<file path="src/rtl/goose_pkg.sv">
// Shared constants and types for the per-frame update scheduler.
// Latency: none (declarations only).
// Backpressure: not applicable.
package goose_pkg;

    localparam int N_SLOTS         = 4;
    localparam int DEFAULT_TIMEOUT = 15;

    localparam int SLOT_JUMP   = 0;
    localparam int SLOT_SCROLL = 1;
    localparam int SLOT_OBST   = 2;
    localparam int SLOT_SCORE  = 3;

    typedef enum logic [1:0] {
        ST_IDLE  = 2'd0,
        ST_SERVE = 2'd1,
        ST_DONE  = 2'd2
    } sched_state_t;

    // ceil(log2(v)) clamped to at least one bit so degenerate parameters still elaborate
    function automatic int clog2_min1(input int v);
        return (v <= 2) ? 1 : $clog2(v);
    endfunction

endpackage

</file>
<file path="src/rtl/frame_update_scheduler_slot_timer.sv">
// Loadable saturating cycle counter; expired flags the MAX-th counted cycle.
// Latency: count updates one edge after en; expired is combinational from the count.
// Backpressure: none; clear has priority over load, load over enable.
module slot_timer #(
    parameter int MAX = 15,
    parameter int W   = 4
) (
    input  logic         clk,
    input  logic         rst,
    input  logic         clr,
    input  logic         load,
    input  logic [W-1:0] load_val,
    input  logic         en,
    output logic         expired
);

    logic [W-1:0] count_q;

    always_ff @(posedge clk or posedge rst) begin
        if (rst) begin
            count_q <= '0;
        end else if (clr) begin
            count_q <= '0;
        end else if (load) begin
            count_q <= load_val;
        end else if (en && (count_q != W'(MAX))) begin
            count_q <= count_q + W'(1);
        end
    end

    // count_q holds completed cycles, so the cycle in progress is count_q+1
    assign expired = (int'(count_q) + 1) >= MAX;

endmodule

</file>
<file path="src/rtl/frame_update_scheduler.sv">
// Grants game-state update slots one at a time during vblank with per-slot timeout.
// Latency: vblank_start at edge E -> upd_req[0] in cycle E+1; one cycle per skipped slot; DONE one cycle.
// Backpressure: a slot holds upd_req until its ack or TIMEOUT cycles; frame starts while busy are dropped and flagged.
module frame_update_scheduler #(
    parameter int N_SLOTS = goose_pkg::N_SLOTS,
    parameter int TIMEOUT = goose_pkg::DEFAULT_TIMEOUT,
    parameter int CNT_W   = 8
) (
    input  logic               clk,
    input  logic               sys_rst,
    input  logic               vblank_start,
    input  logic               halt,
    input  logic               game_rst,
    input  logic [N_SLOTS-1:0] client_en,
    input  logic [N_SLOTS-1:0] upd_ack,
    output logic [N_SLOTS-1:0] upd_req,
    output logic               busy,
    output logic               frame_done,
    output logic [CNT_W-1:0]   frame_cnt,
    output logic               overrun,
    output logic [N_SLOTS-1:0] timeout_err
);

    import goose_pkg::*;

    localparam int SW = clog2_min1(N_SLOTS);
    localparam int TW = clog2_min1(TIMEOUT + 1);

    sched_state_t state_q;
    sched_state_t state_d;

    logic [SW-1:0]      slot_q;
    logic [N_SLOTS-1:0] en_q;

    logic slot_en;
    logic slot_ack;
    logic expired;
    logic req_active;
    logic advance;
    logic last_slot;
    logic start;
    logic timer_clr;

    assign slot_en    = en_q[slot_q];
    assign slot_ack   = upd_ack[slot_q];
    assign req_active = (state_q == ST_SERVE) && slot_en;
    // disabled slots move on immediately; ack beats a coincident timeout
    assign advance    = (state_q == ST_SERVE) && (!slot_en || slot_ack || expired);
    assign last_slot  = (slot_q == SW'(N_SLOTS - 1));
    assign start      = (state_q == ST_IDLE) && vblank_start && !halt;
    assign timer_clr  = game_rst || !req_active || advance;

    slot_timer #(
        .MAX (TIMEOUT),
        .W   (TW)
    ) u_slot_timer (
        .clk      (clk),
        .rst      (sys_rst),
        .clr      (timer_clr),
        .load     (1'b0),
        .load_val ({TW{1'b0}}),
        .en       (req_active),
        .expired  (expired)
    );

    always_ff @(posedge clk or posedge sys_rst) begin
        if (sys_rst) begin
            state_q <= ST_IDLE;
        end else begin
            state_q <= state_d;
        end
    end

    always_comb begin
        state_d = state_q;
        if (game_rst) begin
            state_d = ST_IDLE;
        end else begin
            case (state_q)
                ST_IDLE:  if (start) state_d = ST_SERVE;
                ST_SERVE: if (advance && last_slot) state_d = ST_DONE;
                ST_DONE:  state_d = ST_IDLE;
                default:  state_d = ST_IDLE;
            endcase
        end
    end

    // outputs decode registered state only, so upd_ack never reaches upd_req combinationally
    always_comb begin
        upd_req    = '0;
        busy       = (state_q != ST_IDLE);
        frame_done = (state_q == ST_DONE);
        if (req_active) begin
            upd_req[slot_q] = 1'b1;
        end
    end

    always_ff @(posedge clk or posedge sys_rst) begin
        if (sys_rst) begin
            slot_q <= '0;
            en_q   <= '0;
        end else if (start && !game_rst) begin
            slot_q <= SW'(SLOT_JUMP);
            en_q   <= client_en;
        end else if (advance && !last_slot && !game_rst) begin
            slot_q <= slot_q + SW'(1);
        end
    end

    always_ff @(posedge clk or posedge sys_rst) begin
        if (sys_rst) begin
            frame_cnt   <= '0;
            overrun     <= 1'b0;
            timeout_err <= '0;
        end else if (game_rst) begin
            frame_cnt   <= '0;
            overrun     <= 1'b0;
            timeout_err <= '0;
        end else begin
            if (state_q == ST_DONE) begin
                frame_cnt <= frame_cnt + CNT_W'(1);
            end
            if (vblank_start && (state_q != ST_IDLE)) begin
                overrun <= 1'b1;
            end
            if (req_active && expired && !slot_ack) begin
                timeout_err[slot_q] <= 1'b1;
            end
        end
    end

endmodule

</file>
<file path="config.mk">
export PLATFORM = sky130hd
export DESIGN_NAME = frame_update_scheduler
export DESIGN_NICKNAME = d
export VERILOG_FILES = /design/src/rtl/goose_pkg.sv /design/src/rtl/frame_update_scheduler_slot_timer.sv /design/src/rtl/frame_update_scheduler.sv
export SDC_FILE = /design/constraint.sdc
export NUM_CORES = 1
export LEC_CHECK = 0
export ABC_AREA = 0
export BUFFER_PORTS_ARGS = -buffer_cell sky130_fd_sc_hd__buf_2
export CAP_MARGIN = 15
export CORE_AREA = 2 2 58 60
export CTS_CLUSTER_DIAMETER = 120
export DETAILED_ROUTE_END_ITERATION = 7
export DIE_AREA = 0 0 60 62
export PLACE_DENSITY_LB_ADDON = 0.3
export RECOVER_POWER = 25
export SLEW_MARGIN = 20
export SYNTH_ARGS = -nofsm -noshare
export SYNTH_HDL_FRONTEND = slang
export SYNTH_SLANG_ARGS = --single-unit
export TNS_END_PERCENT = 10
</file>
<file path="constraint.sdc">
create_clock -name clk -period 4.3 [get_ports clk]
set_clock_uncertainty 0.05 [all_clocks]
set_input_delay 0.43 -clock clk [delete_from_list [all_inputs] [get_ports clk]]
set_output_delay 0.43 -clock clk [all_outputs]
set_load 0.01 [all_outputs]
</file>
Yosys cells after proc, flatten, opt, wreduce, memory -nomap -nowiden
Index checks and enable logic that the tools add are counted.
W data, S select, Z words.
{"block": "word_totals", "inputBits": 13, "out_inout_bits": 19, "elab_cells": 73, "register_bits": 25}
{"block": "op_classes", "n_bitwise": 1, "n_mux": 21, "n_addsub": 4, "eq_ne": 6, "n_lt_le_gt_ge": 3, "reduce_logical": 31}
{"cell": "$ge A32 B5 Y1 const B", "n": 1}
{"cell": "$mux W4", "n": 5}
{"cell": "$mux W8", "n": 2}
{"cell": "$logic_and A1 B1 Y1", "n": 13}
{"cell": "$reduce_bool A2 Y1", "n": 6}
{"cell": "$mux W2", "n": 5}
{"cell": "$add A8 B1 Y8 const B", "n": 1}
{"cell": "$logic_not A1 Y1", "n": 6}
{"cell": "$add A4 B1 Y5 const B", "n": 1}
{"cell": "$mux W1", "n": 5}
{"cell": "$add A4 B1 Y4 const B", "n": 1}
{"cell": "$bmux W1 S2", "n": 2}
{"cell": "$eq A2 B2 Y1 const B", "n": 2}
{"cell": "$logic_or A1 B1 Y1", "n": 4}
{"cell": "$ne A4 B4 Y1 const B", "n": 1}
{"cell": "$or A4 B4 Y4", "n": 1}
{"cell": "$pmux W2 S2", "n": 1}
{"cell": "$lt A2 B3 Y1 const B", "n": 1}
{"cell": "$ne A3 B2 Y1 const B", "n": 1}
{"cell": "$ne A3 B3 Y1 const B", "n": 1}
{"cell": "$add A2 B1 Y2 const B", "n": 1}
{"cell": "$demux W1 S2", "n": 1}
{"cell": "$eq A2 B1 Y1 const B", "n": 1}
{"cell": "$ge A2 B1 Y1 const B", "n": 1}
{"cell": "other kinds (2)", "n": 2}

Depth between registers and ports, before layout
Gate-level depths: netlist of run 1.
{"block": "logic_depth", "word_depth": 10, "ltp_mapped": 6}

Hierarchy
From an unflattened synthesis of run 1, not the netlist that was laid out.
{"block": "unflattened", "hier_cells": 144, "hier_area_um2": 1496.4}
{"mod": "frame_update_scheduler", "n_inst": 1, "cells_each": 103, "area_each_um2": 1164.9}
{"mod": "slot_timer", "n_inst": 1, "cells_each": 41, "area_each_um2": 331.6}

Worst setup path before layout of run 1
Ideal clock, no wire load.
{"block": "synth_timing", "path_type": "register to register", "start": "reg u_slot_timer.count_q[0]", "end": "reg slot_q[0]", "setup_slack_ns": 2.451, "path_buffers": 0, "arrival_time_ns": 1.719, "synth_period_minus_slack_ns": 1.849, "stages_incl_launch_ff": 5, "path_cell_list": "dfrtp_1 > ha_1 > o41a_1 > a311oi_4 > mux2i_1"}
{"block": "synth_via", "elab_chain_cells": 7}
{"item": "start, declared", "line": "frame_update_scheduler_slot_timer.sv:17", "rtl": "logic [W-1:0] count_q;"}
{"item": "start signal, assigned", "line": "frame_update_scheduler_slot_timer.sv:25", "rtl": "count_q <= load_val;"}
{"item": "start signal, assigned", "line": "frame_update_scheduler_slot_timer.sv:27", "rtl": "count_q <= count_q + W'(1);"}
{"item": "$add A4 B1 Y5", "line": "frame_update_scheduler_slot_timer.sv:32", "rtl": "assign expired = (int'(count_q) + 1) >= MAX;"}
{"item": "$ge A32 B5 Y1", "line": "frame_update_scheduler_slot_timer.sv:32"}
{"item": "$logic_or A1 B1 Y1", "line": "frame_update_scheduler.sv:48", "rtl": "assign advance = (state_q == ST_SERVE) && (!slot_en || slot_ack || expired);"}
{"item": "$logic_and A1 B1 Y1", "line": "frame_update_scheduler.sv:48"}
{"item": "$logic_and A1 B1 Y1 (2 in a row)", "line": "frame_update_scheduler.sv:105", "rtl": "end else if (advance && !last_slot && !game_rst) begin"}
{"item": "$reduce_bool A2 Y1 (no source line)"}
{"item": "end signal, assigned", "line": "frame_update_scheduler.sv:103", "rtl": "slot_q <= SW'(SLOT_JUMP);"}
{"item": "end signal, assigned", "line": "frame_update_scheduler.sv:106", "rtl": "slot_q <= slot_q + SW'(1);"}
{"item": "end, declared", "line": "frame_update_scheduler.sv:32", "rtl": "logic [SW-1:0] slot_q;"}
No other way between the ends.
A chain may end at the register's enable or synchronous reset.

Final worst setup path of run 1
{"block": "layout_timing", "start": "reg slot_q[1]", "end": "out upd_req[3]"}
{"block": "layout_via", "elab_chain_cells": 5, "word_cells_on_any_way": 9}
{"item": "$lt A2 B3 Y1 (not written as such) / $ge A2 B1 Y1 (equally long branches)", "line": "frame_update_scheduler.sv:94", "rtl": "upd_req[slot_q] = 1'b1;"}
{"item": "$logic_and A1 B1 Y1 (not written as such)", "line": "frame_update_scheduler.sv:94"}
{"item": "$mux W1 (not written as such)", "line": "frame_update_scheduler.sv:94"}
{"item": "$demux W1 S2", "line": "frame_update_scheduler.sv:94"}
{"item": "$mux W4 *", "line": "frame_update_scheduler.sv:93", "rtl": "if (req_active) begin"}
{"item": "end, declared", "line": "frame_update_scheduler.sv:16", "rtl": "output logic [N_SLOTS-1:0] upd_req,"}
Every way passes the cells marked *; elsewhere a longest branch is shown, timed or not. The select of a mux whose other input is x is not followed.

==> results of run 1 <==
## Yosys cell counts, types with 2 or more instances
| cell type | n |
|---|---|
| dfrtp_1 | 25 |
| nand2_1 | 7 |
| a31oi_1 | 2 |
| xor2_1 | 3 |
| mux2_2 | 4 |
| a21oi_1 | 3 |
| nand3_1 | 2 |
| ha_1 | 7 |
| nor3_1 | 4 |
| and2_1 | 5 |
| nand3b_1 | 3 |
| mux2i_1 | 3 |
| xnor2_1 | 4 |
| nor3b_1 | 2 |
| clkbuf_1 | 2 |
| o21ai_0 | 2 |
| nand4_1 | 3 |
| a22o_1 | 4 |
| inv_1 | 7 |
| nor2_1 | 12 |
| mux4_2 | 2 |
## metal layers
layer  wire length, um  track usage  up-vias
li1                  -            -      488
met1              1060        0.183      491
met2              1320        0.289       22
met3                91       0.0269        2
met4                27       0.0540        0
met5                 0            0        -
## cell usage in the layout, fill, tap and decap left out, drive strengths merged
cell type / instances
o41a: 1
o21ai: 2
clkbuf: 3
xor2: 3
buf: 31
nor3b: 2
or3: 1
and2: 5
nor2: 12
a31oi: 2
or2: 1
o211ai: 1
nor4: 1
a22o: 4
a21boi: 1
nand2: 8
nand3b: 4
dfrtp: 25
a311oi: 1
nand3: 2
a21oi: 3
and3: 1
inv: 7
and3b: 1
nor3: 4
nor2b: 2
ha: 7
a211oi: 1
nand4: 3
mux2: 4
xnor2: 4
mux4: 2
clkinvlp: 1
mux2i: 3
## power breakdown
group | total [mW] | leakage (nW) | switching [mW] | internal [mW]
Combinational | 0.121 | 0.403 | 0.0567 | 0.0644
Clock | 0.106 | 0.0139 | 0.0704 | 0.0356
Sequential | 0.277 | 0.338 | 0.0226 | 0.254
## worst min path at each step
stage | slack (ns) | endpoint | cells after the start
2_1_floorplan | 0.41 | en_q[0]$_DFFE_PP0P_ | 1
3_3_place_gp | 0.43 | overrun$_DFFE_PP0P_ | 2
3_5_place_dp | 0.44 | en_q[1]$_DFFE_PP0P_ | 1
4_1_cts | 0.26 | en_q[2]$_DFFE_PP0P_ | 2
5_1_grt | 0.26 | en_q[2]$_DFFE_PP0P_ | 2
6_report | 0.22 | en_q[2]$_DFFE_PP0P_ | 2
## state kept, by name (all words and copies together) (netlist names)
register	flops
frame_cnt	8
en_q	4
timeout_err	4
u_slot_timer.count_q	4
slot_q	2
state_q	2
overrun	1
## critical path, cell delays in order, from the launching register on
cell	delay [ns]
dfrtp_1	0.48
mux4_2	0.55
and3b_2	0.23
and2_1	0.16
buf_2	0.13
## cell type report
cell class,count,share of cell area
clock buffers,3,0.0143
clock inverters,1,0.00478
inverters,7,0.0167
multi-input cells,86,0.431
flip-flops and latches,25,0.398
well taps,46,0.0366
repair buffers,31,0.0987
## stage by stage
step	area, um2	std cells	utilization
CTS	1570	199	0.494
floorplan	1340	120	-
global route	1570	199	0.494
finish	1570	199	0.494
global placement	1540	195	0.485
detailed placement	1540	195	0.485
## cells by family (layout without fill, tap and decap cells)
group	count (synthesis)	in the layout	synth area share
and+or+nand+nor	47	47	0.202
adders and majority gates	7	7	0.0655
buffers and inverters	9	42	0.0253
DFF	25	25	0.468
muxes	9	9	0.0899
xor gates and xnor gates	7	7	0.0459
AOI/OAI and AO/OA	16	16	0.103
==> summary.txt, run 1 <==
outcome: completed
cts hold-fix bufs: 0
R2R depth: 4
worst slew pin tran: 0.910 ns
Die Span X: 60 um
drt total wl: 2490 um
worst-skew pair later-pin latency: 0.33 ns
Die ar.: 0.00372 mm2
Routed wire per std cell: 12.5 um
Ant. Diodes: 0
Nets: 174
CTS tree: yes
Final Hold Fails: 0
hold slack: 0.224 ns
CTS sink cnt: 25
Max VDD drop: 0.179 mV
Initial Util: 0.420
first-pass GRT wire length: 4310 um
largest net degree at the start of global routing: 26
port bufs: 31
final setup violating endpoints: 0
number of synthesized flops with an enable pin: 0
period utilization: 0.550
f_max: 423 MHz
CP Capture Type: primary output
clk slew on worst S/H paths: 0.14 ns
Startpoint Class: register
CP startpoint: slot_q[1]$_DFFE_PP0P_
max-cap violations: 0
clk buf depth: 2
Sum Neg Setup Slack: 0 ns
post-synth top area share: 0.468
worst r2r src: u_slot_timer.count_q[0]$_DFFE_PP0P_
Pwr Total: 504 uW
Area Growth Syn to Fin: 17.6%
Max Slew Vio Count: 0
Crit Path Category: reg2out
flop-to-flop setup slack: 2.30 ns
Avg Inst Size Synth: 11.1 um2
via count: 1,003
worst path required time: 3.82 ns
num rows: 21
predominant post-synthesis flop cell: dfrtp_1
synth top area cells: dfrtp_1, ha_1, mux2_2
Core ar.: 0.00318 mm2
Pre-antenna DRT Iters: 4
share of cells above drive strength 1: 0.314
Hold Path Class: in2async
I/O pin cnt: 32
Power Dens Cells: 321 mW/mm2
Synth Register Bits: 25
Seq/Total Area, Yosys: 0.468
routed vias/inst: 5.04
unrepaired setup endpoints after global routing: no
DIE HEIGHT: 62 um
number of global-route vias before repair: 1,020
# resized after CTS: 0
CTS root buffer: clkbuf_4
critical path peak fanout: 6
Max-slew headroom: 0.393
cell count after synthesis: 120
Detail Route Antenna Nets: 0
distinct cell type count after synthesis: 35
Post-Place Worst Slack: 2.30 ns
Num CTS Buffers: 3
FF/Latch Area: 626 um2
Ys Warns: 0
Synth Cell Area: 0.00134 mm2
net count after synthesis: 140
crit path DAT: 1.88 ns
initial antenna violation count: 0
area of the multi-input gates: 677 um2
post-synthesis async set-or-reset flop share: 1.00
Detail Placement HPWL: 2020 um
Routability Congestion: 0.754
post-CTS setup buffers: 0
crit path setup slack, layout: 1.94 ns
GRT Resource Usage Total: 0.156
fin crit period: 2.36 ns
DR iter-0 viols: 47
worst reg2reg path endpoint: slot_q[1]$_DFFE_PP0P_
CTS H-tree lvls: 1
Filler Cell Count: 288
DR DRC count: 0
Pleak: 0.755 nW
area leader, netlist: dfrtp_1
GRT overflow: 0
worst setup path endpoint: upd_req[3]
(Power assumes the default switching activity.)
==> run 2: changes to the inputs <==
==> constraint.sdc (replaced) <==
create_clock -name clk -period 1.9 [get_ports clk]
set_clock_uncertainty 0.05 [all_clocks]
set_input_delay 0.19 -clock clk [delete_from_list [all_inputs] [get_ports clk]]
set_output_delay 0.19 -clock clk [all_outputs]
set_load 0.01 [all_outputs]
==> run 2 against run 1 <==
The run now ends with setup timing left. Non-clock buffer count increased by 12. Core utilization increased by 3.5 points. Wire length increased by 11%. Hold slack got worse by 0.19 ns. Final area increased by 7.1%. Clock power increased by 130%.
==> summary.txt, run 2 (same netlist as run 1, synthesis figures left out) <==
outcome: finished, violations left
violations in the final reports: setup timing
DR iter-0 viols: 39 (-17%)
DR DRC count: 0 (unchanged)
unrepaired setup endpoints after global routing: yes
Startpoint Class: register
Max VDD drop: 0.457 mV (+160%)
crit path setup slack, layout: -0.128 ns (-2.06 ns)
CTS tree: yes
Nets: 186 (+6.9%)
met1 WL: 1160 um (+9.6%)
slowest CP cell: mux4_2
Die ar.: 0.00372 mm2 (unchanged)
leading cell type in the layout, fill and taps excluded: buf_2
via count: 1,089 (+8.6%)
Routed wire per std cell: 13.1 um (+4.6%)
DIE HEIGHT: 62 um (unchanged)
clk buf depth: 2 (unchanged)
CTS sink cnt: 25 (unchanged)
routed vias/inst: 5.16 (+2.4%)
CP Capture Type: primary output
drt total wl: 2760 um (+11%)
final setup violating endpoints: 4 (+4)
FF/Latch Area: 627 um2 (+0.20%)
Max Slew Vio Count: 0 (unchanged)
clk slew on worst S/H paths: 0.15 ns (about the same)
Largest delay share family, worst path: multiplexers
Hold Path Class: in2reg
first-pass GRT wire length: 4400 um (+1.9%)
Pre-antenna DRT Iters: 4 (unchanged)
Critical Path Max Stage Delay: 0.53 ns (-0.02 ns)
CTS H-tree lvls: 1 (unchanged)
Core ar.: 0.00318 mm2 (unchanged)
num rows: 21 (unchanged)
Finished Core Util: 0.529 (+0.0350)
Pleak: 0.813 nW (+7.7%)
Detail Route Antenna Nets: 0 (unchanged)
GRT overflow: 0 (unchanged)
Max-slew headroom: 0.594 (+0.201)
Buf/Inv on CP: 1 (unchanged)
Final Cell Area: 0.00168 mm2 (+7.1%)
DP Area: 0.00162 mm2 (+4.9%)
number of global-route vias before repair: 1,039 (+1.9%)
port bufs: 31 (unchanged)
Crit Path Category: reg2out
area of the multi-input gates: 684 um2 (+1.1%)
Area Growth Syn to Fin: 25.9%
share of cells above drive strength 1: 0.388 (+0.0742)
max reg flops: 8 (unchanged)
critical path peak fanout: 4 (-2)
hold slack: 0.0306 ns (-0.193 ns)
GRT Resource Usage Total: 0.162 (+0.00513)
worst-path cell chain: mux4_2 > and3b_2 > and2_4 > buf_6
Initial Util: 0.420 (unchanged)
worst path required time: 1.66 ns (-2.16 ns)
crit path DAT: 1.79 ns (-0.09 ns)
met3 wire length: 129 um (+42%)
Die Span X: 60 um (unchanged)
Final Hold Fails: 0 (unchanged)
CTS root buffer: clkbuf_4
worst slew pin tran: 0.609 ns (-0.301 ns)
Biggest register: frame_cnt
f_max: 493 MHz
largest net degree at the start of global routing: 26 (unchanged)
Filler Cell Count: 294 (+2.1%)
highest routed layer: met4
met2 wire len: 1410 um (+7.4%)
initial antenna violation count: 0 (unchanged)
period utilization: 1.07
Power Dens Cells: 717 mW/mm2 (+120%)
I/O pin cnt: 32 (unchanged)
commonest non-fill, non-tap cells in the layout: buf_2, dfrtp_1, nor2_1, buf_4, nand2_1
max-cap violations: 0 (unchanged)
Ant. Diodes: 0 (unchanged)
Routability Congestion: 0.751 (-0.45%)
fin crit period: 2.03 ns
worst-skew pair later-pin latency: 0.33 ns (about the same)
Num CTS Buffers: 3 (unchanged)
Detail Placement HPWL: 2080 um (+3.3%)
run 2: path summary, 6_finish.rpt:
check	endpoint	start	depth (start not counted)	slack (ns)
setup / recovery	upd_req[3]	slot_q[1]$_DFFE_PP0P_	4	-0.13
hold / removal	en_q[0]$_DFFE_PP0P_	client_en[0]	2	0.03
setup reg to reg	slot_q[0]$_DFFE_PP0P_	u_slot_timer.count_q[0]$_DFFE_PP0P_	5	0.06
hold reg to reg	overrun$_DFFE_PP0P_	overrun$_DFFE_PP0P_	2	0.47
max in group asynchronous	u_slot_timer.count_q[1]$_DFFE_PP0P_	sys_rst	4	0.87
min in group asynchronous	timeout_err[2]$_DFFE_PP0P_	sys_rst	4	0.49
run 2: timing repair:
item | in CTS | in global routing
gates resized for setup | 0 | 7
gates cloned | 0 | 0
setup endpoints to repair | 4 | 7
hold buffers | 1 | 0
pin swaps | 1 | 4
hold endpoints to repair | 25 | 0
buffers inserted | 1 | 0
run 2: report_power, final:
group / switching (mW) / internal [mW]
Sequential: 0.0355 / 0.575
Combinational: 0.163 / 0.188
Clock: 0.164 / 0.0805
run 2: area by class of cell:
| cell class | count | share of cell area |
|---|---|---|
| inverter | 7 | 0.0156 |
| sequential | 25 | 0.372 |
| clock inverter | 1 | 0.00446 |
| clock buffer | 3 | 0.0134 |
| timing repair buffer | 43 | 0.153 |
| tap | 46 | 0.0342 |
| multi-input combinational | 86 | 0.407 |
run 2: metal layers:
layer,global-route usage,vias to the layer above
met4,0.0667,0
met3,0.0248,6
met2,0.298,38
met1,0.187,530
met5,0,-
li1,-,515
run 2: worst register-to-register path, delay by kind of cell, from the launching register on:
family / cells / cell delay (ns)
compound gates: 2 / 0.86
flops: 1 / 0.41
mux: 1 / 0.23
buf+inv: 1 / 0.15
simple gates: 1 / 0.09
run 2: per-stage QoR:
step / power [mW] / instances / TNS (ns) / setup WS, ns
3_3_place_gp: 0.936 / 205 / 0 / 0.132
6_report: 1.21 / 211 / -0.428 / -0.128
3_5_place_dp: 0.955 / 205 / 0 / 0.0402
2_1_floorplan: 0.843 / 120 / 0 / 0.0512
4_1_cts: 1.22 / 211 / -0.523 / -0.135
5_1_grt: 1.29 / 211 / -0.832 / -0.206
==> run 3: changes to the inputs <==
--- a/config.mk
+++ b/config.mk
@@ -9,7 +9,7 @@
 export BUFFER_PORTS_ARGS = -buffer_cell sky130_fd_sc_hd__buf_2
 export CAP_MARGIN = 15
 export CORE_AREA = 2 2 58 60
-export CTS_CLUSTER_DIAMETER = 120
+export CTS_CLUSTER_DIAMETER = 30
 export DETAILED_ROUTE_END_ITERATION = 7
 export DIE_AREA = 0 0 60 62
 export PLACE_DENSITY_LB_ADDON = 0.3
==> constraint.sdc (replaced) <==
create_clock -name clk -period 1.9 [get_ports clk]
set_clock_uncertainty 0.05 [all_clocks]
set_input_delay 0.475 -clock clk [delete_from_list [all_inputs] [get_ports clk]]
set_output_delay 0.475 -clock clk [all_outputs]
set_load 0.01 [all_outputs]
==> run 3 against run 2 <==
The flow still finishes with violations (setup timing). Sequential power about the same. Final cell count shrank 0.47%. Clock power grew 3%. Highest routed layer unchanged. Largest cell class unchanged. Wire length up 1.6%.
==> summary.txt, run 3 (same netlist as run 1, synthesis figures left out) <==
outcome: finished, violations left
violations in the final reports: setup timing
number of global-route vias before repair: 1,118 (+7.6%)
Power Dens Cells: 736 mW/mm2 (+2.7%)
Nets: 185 (-0.54%)
critical path peak fanout: 4 (unchanged)
f_max: 435 MHz (-12%)
worst-path cell chain: mux4_2 > and3b_2 > and2_1 > buf_2
crit path setup slack, layout: -0.401 ns (-0.273 ns)
DR iter-0 viols: 97 (+150%)
commonest non-fill, non-tap cells in the layout: buf_2, dfrtp_1, nor2_1, buf_4
share of cells above drive strength 1: 0.384 (-0.00373)
routed vias/inst: 4.98 (-3.5%)
num rows: 21 (unchanged)
unrepaired setup endpoints after global routing: yes
DR DRC count: 0 (unchanged)
worst slew pin tran: 1.32 ns (+0.716 ns)
clk buf depth: 2 (unchanged)
drt total wl: 2810 um (+1.6%)
slowest CP cell: mux4_2
Startpoint Class: register
DIE HEIGHT: 62 um (unchanged)
Pleak: 0.805 nW (-0.94%)
sw power: 374 uW (+3.1%)
Final Hold Fails: 0 (unchanged)
CTS tree: yes
clk slew on worst S/H paths: 0.15 ns (about the same)
Hold Path Class: in2reg
Biggest register: frame_cnt
crit path DAT: 1.78 ns (about the same)
Clk pwr share: 0.204 (about the same)
Buf/Inv on CP: 1 (unchanged)
Crit Path Category: reg2out
port bufs: 31 (unchanged)
max-cap violations: 0 (unchanged)
Routed wire per std cell: 13.4 um (+2.0%)
CTS sink cnt: 25 (unchanged)
Core ar.: 0.00318 mm2 (unchanged)
CTS root buffer: clkbuf_4
GRT Resource Usage Total: 0.176 (+0.0144)
Ant. Diodes: 0 (unchanged)
CP Capture Type: primary output
Max Slew Vio Count: 0 (unchanged)
fin crit period: 2.30 ns (+0.273 ns)
Detail Placement HPWL: 2130 um (+2.2%)
Reg power frac: 0.495 (-0.011)
Finished Core Util: 0.529 (-0.000787)
worst-skew pair later-pin latency: 0.34 ns (about the same)
sw frac: 0.303 (+0.00165)
Die ar.: 0.00372 mm2 (unchanged)
CTS H-tree lvls: 1 (unchanged)
period utilization: 1.21 (+0.144)
Detail Route Antenna Nets: 0 (unchanged)
largest net degree at the start of global routing: 26 (unchanged)
Num CTS Buffers: 3 (unchanged)
Die Span X: 60 um (unchanged)
Largest delay share family, worst path: multiplexers
Area Growth Syn to Fin: 25.7%
I/O pin cnt: 32 (unchanged)
GRT overflow: 0 (unchanged)
via count: 1,046 (-3.9%)
final setup violating endpoints: 4 (unchanged)
Initial Util: 0.420 (unchanged)
max reg flops: 8 (unchanged)
initial antenna violation count: 0 (unchanged)
first-pass GRT wire length: 4860 um (+11%)
Pre-antenna DRT Iters: 4 (unchanged)
Post-Place Worst Slack: -0.0493 ns (-0.0894 ns)
Comb pwr share: 0.301 (+0.010)
Max VDD drop: 0.428 mV (-6.2%)
Power Internal: 863 uW (+2.3%)
worst path required time: 1.37 ns (-0.29 ns)
Routability Congestion: 0.775 (+3.2%)
leading cell type in the layout, fill and taps excluded: buf_2
Max-slew headroom: 0.117 (-0.477)
Critical Path Max Stage Delay: 0.52 ns (about the same)
[run 3: cell types whose count changed in the layout (fill, tap and decap cells not counted)]
| cell | change |
|---|---|
| nor3_1 | -1 |
| clkbuf_2 | -1 |
| clkbuf_1 | +1 |
| inv_2 | -1 |
| nor3_2 | +1 |
| buf_4 | -1 |
| dlygate4sd3_1 | -1 |
| buf_6 | +1 |
| inv_1 | +1 |
[run 3: stage by stage]
step | power (mW) | cells | hold slack (ns) | area [um2] | TNS [ns]
2_1_floorplan | 0.843 | 120 | 0.424 | 1340 | 0
3_3_place_gp | 0.945 | 205 | 0.434 | 1620 | 0
3_5_place_dp | 0.966 | 205 | 0.439 | 1620 | -0.158
4_1_cts | 1.25 | 210 | 0.108 | 1670 | -1.65
5_1_grt | 1.31 | 210 | 0.305 | 1680 | -1.83
6_report | 1.24 | 210 | 0.304 | 1680 | -1.59
[run 3: final timing paths]
| kind | endpoint | depth (start not counted) | start | slack, ns |
|---|---|---|---|---|
| worst min-delay path | en_q[1]$_DFFE_PP0P_ | 2 | client_en[1] | 0.30 |
| worst min register to register | overrun$_DFFE_PP0P_ | 2 | overrun$_DFFE_PP0P_ | 0.46 |
| worst max register to register | slot_q[0]$_DFFE_PP0P_ | 4 | u_slot_timer.count_q[1]$_DFFE_PP0P_ | 0.06 |
| max in group asynchronous | u_slot_timer.count_q[1]$_DFFE_PP0P_ | 3 | sys_rst | 0.43 |
| min in group asynchronous | u_slot_timer.count_q[3]$_DFFE_PP0P_ | 3 | sys_rst | 0.50 |
| worst max-delay path | upd_req[2] | 4 | slot_q[1]$_DFFE_PP0P_ | -0.40 |
[run 3: repair_timing]
| action | 4_1_cts | 5_1_grt |
|---|---|---|
| resized for setup | 4 | 4 |
| hold buffers | 0 | 0 |
| pin swaps | 5 | 3 |
| setup buffers | 1 | 0 |
| endpoints found under the setup margin | 4 | 10 |
| gates cloned | 0 | 0 |
[run 3: layout make-up]
type	instances	area, um2
fillers	291	1500
multi-input cells	86	689
flip-flops and latches	25	627
repair buffers	42	250
well taps	46	57.6
inverters	7	26.3
clock buffers	3	22.5
clock inverters	1	7.51
[run 3: worst register-to-register path, delay by kind of cell, from the launching register on]
family / cells / cell delay [ns]
AO/OA/AOI/OAI: 2 / 0.84
flip-flops: 1 / 0.47
adder cells (fa/ha/maj): 1 / 0.20
multiplexers: 1 / 0.22
[run 3: power groups by stage]
stage                     clock [mW]  combinational, mW  sequential [mW]
after floorplan                    0              0.218            0.626
after global placement             0              0.326            0.618
after detailed placement           0              0.341            0.625
after CTS                      0.262              0.375            0.614
after global routing           0.277              0.412            0.620
final                          0.253              0.373            0.612
[run 3: routing by layer]
metal	GRT usage	up-vias	routed length, um
li1	-	510	-
met4	0.0984	0	59
met3	0.0269	5	94
met5	0	-	0
met1	0.207	508	1220
met2	0.309	23	1430
